==> src/rtl/div_sched.sv <==
// Runtime-programmable clock divider: divided waveform, period tick and ratio handshake.
// Optional `DIV_SCHED_SYNC_SWITCH_EN defers ratio changes to the period boundary.
module div_sched #(
    parameter int unsigned CNT_W   = 8,
    parameter int unsigned DEF_DIV = 2
) (
    input  logic             clk_i,
    input  logic             rst_n_i,
    input  logic             en_i,
    input  logic [CNT_W-1:0] cfg_div_i,
    input  logic             cfg_valid_i,
    output logic             cfg_ready_o,
    output logic             cfg_err_o,
    output logic             div_o,
    output logic             tick_o,
    output logic             busy_o,
    output logic [CNT_W-1:0] cur_div_o
);

    localparam logic [CNT_W-1:0] DEF_DIV_C = CNT_W'(DEF_DIV);
    localparam logic [CNT_W-1:0] ONE_C     = CNT_W'(1);
    localparam logic [CNT_W-1:0] TWO_C     = CNT_W'(2);

    typedef enum logic [1:0] {
        S_IDLE  = 2'd0,
        S_RUN   = 2'd1,
        S_DRAIN = 2'd2
    } state_e;

    state_e           state_q, state_d;
    logic [CNT_W-1:0] cnt_q, cnt_d;
    logic [CNT_W-1:0] cur_div_q, cur_div_d;
    logic             div_q, div_d;
    logic             tick_q, tick_d;
    logic             err_q, err_d;
    logic             busy_q, busy_d;

    logic             at_bnd_c;
    logic             accept_c;
    logic             bad_div_c;
    logic             ready_c;
    logic             run_d_c;

`ifdef DIV_SCHED_SYNC_SWITCH_EN
    logic [CNT_W-1:0] pend_div_q, pend_div_d;
    logic             pend_vld_q, pend_vld_d;
    logic             ready_q, ready_d;

    assign ready_c = ready_q;
`else
    assign ready_c = 1'b1;
`endif

    // Last cycle of the current period while the divider is active.
    assign at_bnd_c  = (state_q != S_IDLE) && (cnt_q == (cur_div_q - ONE_C));
    assign accept_c  = cfg_valid_i && ready_c;
    assign bad_div_c = (cfg_div_i < TWO_C);

    always_comb begin
        state_d   = state_q;
        cnt_d     = cnt_q;
        cur_div_d = cur_div_q;
        err_d     = 1'b0;
`ifdef DIV_SCHED_SYNC_SWITCH_EN
        pend_div_d = pend_div_q;
        pend_vld_d = pend_vld_q;
`endif

        unique case (state_q)
            S_IDLE: begin
                cnt_d = '0;
                if (en_i) begin
                    state_d = S_RUN;
                end
            end
            S_RUN: begin
                cnt_d = at_bnd_c ? '0 : (cnt_q + ONE_C);
                // A stop request on the boundary itself has no period left to finish.
                if (!en_i) begin
                    state_d = at_bnd_c ? S_IDLE : S_DRAIN;
                end
            end
            S_DRAIN: begin
                cnt_d = at_bnd_c ? '0 : (cnt_q + ONE_C);
                if (en_i) begin
                    state_d = S_RUN;
                end else if (at_bnd_c) begin
                    state_d = S_IDLE;
                end
            end
            default: begin
                state_d = S_IDLE;
                cnt_d   = '0;
            end
        endcase

`ifdef DIV_SCHED_SYNC_SWITCH_EN
        if (at_bnd_c && pend_vld_q) begin
            cur_div_d  = pend_div_q;
            pend_vld_d = 1'b0;
        end
`endif

        // Ratio request; ready is low whenever a change is pending, so no overlap.
        if (accept_c) begin
            if (bad_div_c) begin
                err_d = 1'b1;
            end else if (state_q == S_IDLE) begin
                cur_div_d = cfg_div_i;
            end else begin
`ifdef DIV_SCHED_SYNC_SWITCH_EN
                if (at_bnd_c) begin
                    cur_div_d = cfg_div_i;
                end else begin
                    pend_div_d = cfg_div_i;
                    pend_vld_d = 1'b1;
                end
`else
                cur_div_d = cfg_div_i;
                cnt_d     = '0;
`endif
            end
        end

        // Outputs are registered, so they are derived from next-state values.
        run_d_c = (state_d != S_IDLE);
        busy_d  = run_d_c;
        tick_d  = run_d_c && (cnt_d == (cur_div_d - ONE_C));
        div_d   = run_d_c && (cnt_d >= (cur_div_d >> 1));
`ifdef DIV_SCHED_SYNC_SWITCH_EN
        ready_d = !pend_vld_d;
`endif
    end

    always_ff @(posedge clk_i or negedge rst_n_i) begin
        if (!rst_n_i) begin
            state_q   <= S_IDLE;
            cnt_q     <= '0;
            cur_div_q <= DEF_DIV_C;
            div_q     <= 1'b0;
            tick_q    <= 1'b0;
            err_q     <= 1'b0;
            busy_q    <= 1'b0;
`ifdef DIV_SCHED_SYNC_SWITCH_EN
            pend_div_q <= DEF_DIV_C;
            pend_vld_q <= 1'b0;
            ready_q    <= 1'b1;
`endif
        end else begin
            state_q   <= state_d;
            cnt_q     <= cnt_d;
            cur_div_q <= cur_div_d;
            div_q     <= div_d;
            tick_q    <= tick_d;
            err_q     <= err_d;
            busy_q    <= busy_d;
`ifdef DIV_SCHED_SYNC_SWITCH_EN
            pend_div_q <= pend_div_d;
            pend_vld_q <= pend_vld_d;
            ready_q    <= ready_d;
`endif
        end
    end

    assign cfg_ready_o = ready_c;
    assign cfg_err_o   = err_q;
    assign div_o       = div_q;
    assign tick_o      = tick_q;
    assign busy_o      = busy_q;
    assign cur_div_o   = cur_div_q;

endmodule
==> config.mk <==
export PLATFORM = sky130hd
export DESIGN_NAME = div_sched
export DESIGN_NICKNAME = d
export VERILOG_FILES = /design/src/rtl/div_sched.sv
export SDC_FILE = /design/constraint.sdc
export NUM_CORES = 1
export LEC_CHECK = 0
export CORE_UTILIZATION = 35
export CTS_CLUSTER_SIZE = 12
export DETAILED_ROUTE_END_ITERATION = 10
export GPL_TIMING_DRIVEN = 0
export HOLD_SLACK_MARGIN = 0.12
export PLACE_DENSITY = 0.64
export RECOVER_POWER = 100
export SLEW_MARGIN = 10
export SYNTH_ARGS = -nofsm -noshare
export SYNTH_HDL_FRONTEND = slang
export SYNTH_SLANG_ARGS = --single-unit
export TNS_END_PERCENT = 1
==> constraint.sdc <==
create_clock -name clk_i -period 7.4 [get_ports clk_i]
set_input_delay 0.74 -clock clk_i [delete_from_list [all_inputs] [get_ports clk_i]]
set_output_delay 0.74 -clock clk_i [all_outputs]
set_load 0.05 [all_outputs]
==> results.txt <==
Top FF cell, synth = dfrtp_1
R2R depth = 17
Crit path to = div_o
Cts bufs inserted = 3
R2r setup slk = 2.94 ns
Post-CTS Setup Bufs = 0
Relative slew slack = 0.286
CP top delay family = compound AO/OA/AOI/OAI gates
Met2 Track Usage GR = 0.279
GRT Total Usage = 0.173
CTS clk-pin slew, worst paths = 0.09 ns
Fin Setup TNS = 0 ns
EDFF count, synth = 0
Period utilization = 0.603
Ys async rst share = 1.00
PD cells = 238 nW/um2
Worst path cell trace = inv_1 > ha_1 > xnor2_1 > nor3_1 > nand4b_1 > a211oi_1 > or2_0 > clkbuf_1 > nor2_1 > ha_1 > a21o_1 > a21o_1 > a21o_1 > a21oi_1 > nor2b_1 > o21ai_0 > a21boi_0
Site Rows = 26
Yosys Warn Count = 0
Die width = 74.9 um
Pwr Total = 516 uW
Final hold vios = 0
Starting density of the core = 0.364
Seq/Total Area, Yosys = 0.297
Top-level I/O count = 25
Routed wire length = 4360 um
GR Util met3 = 0.0174
CTS resizes = 0
Post-Syn Area = 1860 um2
Final Setup Violations = 0
Ant. Diodes = 0
DR vias/cell = 5.17
Yosys top cell area share = 0.282
Routed Antenna Nets = 0
Critical path class = flop to flop
Post-synthesis cell type count = 55
Initial antenna violation count = 0
Yosys reg bits = 22
Drt pass-1 iters = 4
Slew Limit Fails = 0
Post-synthesis compound-gate area fraction = 0.171
Most Used Layer, Global Route = met2
Syn nets = 231
Cells after synthesis = 205
Routability cong. = 0.805
IR drop worst, VDD = 103 uV
Grt ovf = 0
Die Y = 74.9 um
First-pass GRT wire length = 7190 um
CP arrival = 4.61 ns
Die area = 5610 um2
Clock Path Buffers = 2
Run status = complete, no violations
Synth area leader = dfrtp_1
Final Skew = 0.00424 ns
Layout area overhead = 16.7%
PortBufs = 23
Mux contribution to synthesized area = 0.0323
Largest net degree at the start of global routing = 23
Unrepaired setup endpoints after global routing = no
RR Endpoint = div_o
Dpl hpwl = 3360 um
Vias in the first global route = 1,501
Buf+Inv Stages, Crit Path = 2
Adder-cell share of the synthesized area = 0.0941
Share of cells above drive strength 1 = 0.0690
Crit path from = cur_div_o[1]
Worst-skew pair later-pin latency = 0.27 ns
Tmin final = 4.46 ns
Largest family of logic cells by synthesized area = simple AND/OR/NAND/NOR gates
CTS root buffer = clkbuf_8
Area of the core = 5110 um2
Hold Path Origin = cur_div_o[7]
Static leakage power = 0.964 nW
Layout net count = 259
Detailed Route Iter0 Violations = 77
Htree depth = 1
Synth Area in XOR/XNOR = 0.108
Critical path required time = 7.55 ns
Crit. End Element = flop
HP Class = flop to flop
WHS = 0.663 ns
Worst setup SP type = flop
Max-cap viol count = 0
Crit-path max cell delay = 0.85 ns
Crit Path Max Fanout = 10
CTS Hold Bufs = 0
Filler cells = 535
Global-route met1 utilization = 0.229
Simple-Gate Fraction of Synth Area = 0.234
Maximum clock frequency = 224 MHz
CP max-delay cell = a211oi_1
CTS tree = done
DRC Markers = 0
DR vias = 1,560
Top cells by area, synth = dfrtp_1 (28%), ha_1 (9.4%), xnor2_1 (6.6%), xor2_1 (4.2%), inv_1 (3.2%)
R2r startpoint = cur_div_o[1]
Clk sinks = 22
Worst-Margin Slew = 1.07 ns
Avg WL per Cell = 14.4 um
CP most frequent cell = a21o_1
Post-synthesis area per instance = 9.08 um2
CP Depth = 17
state kept, by name, summed over array words and instances (netlist names):
register and flops:
div_o 1, busy_o 1, cfg_err_o 1, cur_div_o 8
state_q 2, tick_o 1, cnt_q 8
worst register-to-register path: stages, from the launching register on:
cell and delay, ns:
dfstp_1 0.68, inv_1 0.08, ha_1 0.29, xnor2_1 0.13, nor3_1 0.18, nand4b_1 0.13
a211oi_1 0.85, or2_0 0.29, clkbuf_1 0.37, nor2_1 0.12, ha_1 0.28, a21o_1 0.15
a21o_1 0.17, a21o_1 0.17, a21oi_1 0.17, nor2b_1 0.06, o21ai_0 0.13, a21boi_0 0.10
cells in the mapped netlist (all sizes together), types with 2 or more instances:
library cell	count
a31oi	5
a21o	3
nor2b	2
nand4	5
nor4	5
buf	6
mux2	3
and3	3
dfrtp	21
a21oi	6
and2	4
inv	17
a22oi	4
or3	4
nor3	9
nor2	14
nand2	9
xnor2	14
nand2b	6
nand3	6
ha	14
xor2	9
o21ai	12
nand3b	2
routing by layer:
| layer | vias to the layer above | part of all wire |
|---|---|---|
| met3 | 9 | 0.018 |
| met2 | 24 | 0.46 |
| met5 | - | 0 |
| met1 | 745 | 0.50 |
| li1 | 782 | - |
| met4 | 0 | 0.028 |
kinds of logic after synthesis:
kind of cell,after synthesis
simple gates,75
xor+xnor,23
mux,4
other cells,1
compound gates,43
fa+ha+maj,14
flops,22
buf+inv,23
cell type report:
class / count / area [um2] / share of cell area
flip-flops and latches: 22 / 552 / 0.254
repair buffers: 23 / 230 / 0.106
multi-input cells: 160 / 1140 / 0.525
clock buffers: 4 / 55.1 / 0.0253
plain buffers: 6 / 43.8 / 0.0202
inverters: 17 / 63.8 / 0.0294
well taps: 70 / 87.6 / 0.0403
how the worst min path moves through the flow:
| stage | endpoint | slack (ns) | depth (start not counted) |
|---|---|---|---|
| 6_report | cur_div_o[7] | 0.66 | 2 |
| 5_1_grt | cur_div_o[7] | 0.71 | 2 |
| 4_1_cts | cnt_q[7] | 0.68 | 2 |
| 3_5_place_dp | cnt_q[7] | 0.65 | 2 |
| 3_3_place_gp | state_q[0] | 0.65 | 2 |
| 2_1_floorplan | busy_o | 0.44 | 0 |
layout by cell type, fill, tap and decap left out, types with 2 or more instances in the layout:
cell type	count
a21o_1	3
a21oi_1	6
a22oi_1	4
a31oi_1	5
and2_1	4
and3_1	2
buf_2	2
buf_6	2
clkbuf_8	4
clkdlybuf4s50_1	9
dfrtp_1	21
dlygate4sd3_1	14
ha_1	14
inv_1	16
mux2_2	2
nand2_1	9
nand2b_1	6
nand3_1	6
nand3b_1	2
nand4_1	5
nor2_1	14
nor2b_1	2
nor3_1	9
nor4_1	4
o21ai_0	12
or3_1	4
xnor2_1	14
xor2_1	9
power by group:
part	switching, mW	leakage, nW	internal [mW]
logic	0.160	0.654	0.105
registers	0.0229	0.282	0.139
clock network	0.0430	0.0288	0.0476
per-stage QoR:
stage / std cells / worst slack [ns] / cell area [um2] / util
6_report: 302 / 2.94 / 2170 / 0.425
5_1_grt: 302 / 2.58 / 2170 / 0.425
4_1_cts: 302 / 3.67 / 2230 / 0.437
3_5_place_dp: 298 / 3.38 / 2180 / 0.427
3_3_place_gp: 298 / 3.41 / 2180 / 0.427
2_1_floorplan: 205 / 3.92 / 1860 / -
No activity file was read; power rests on OpenSTA's default activity.
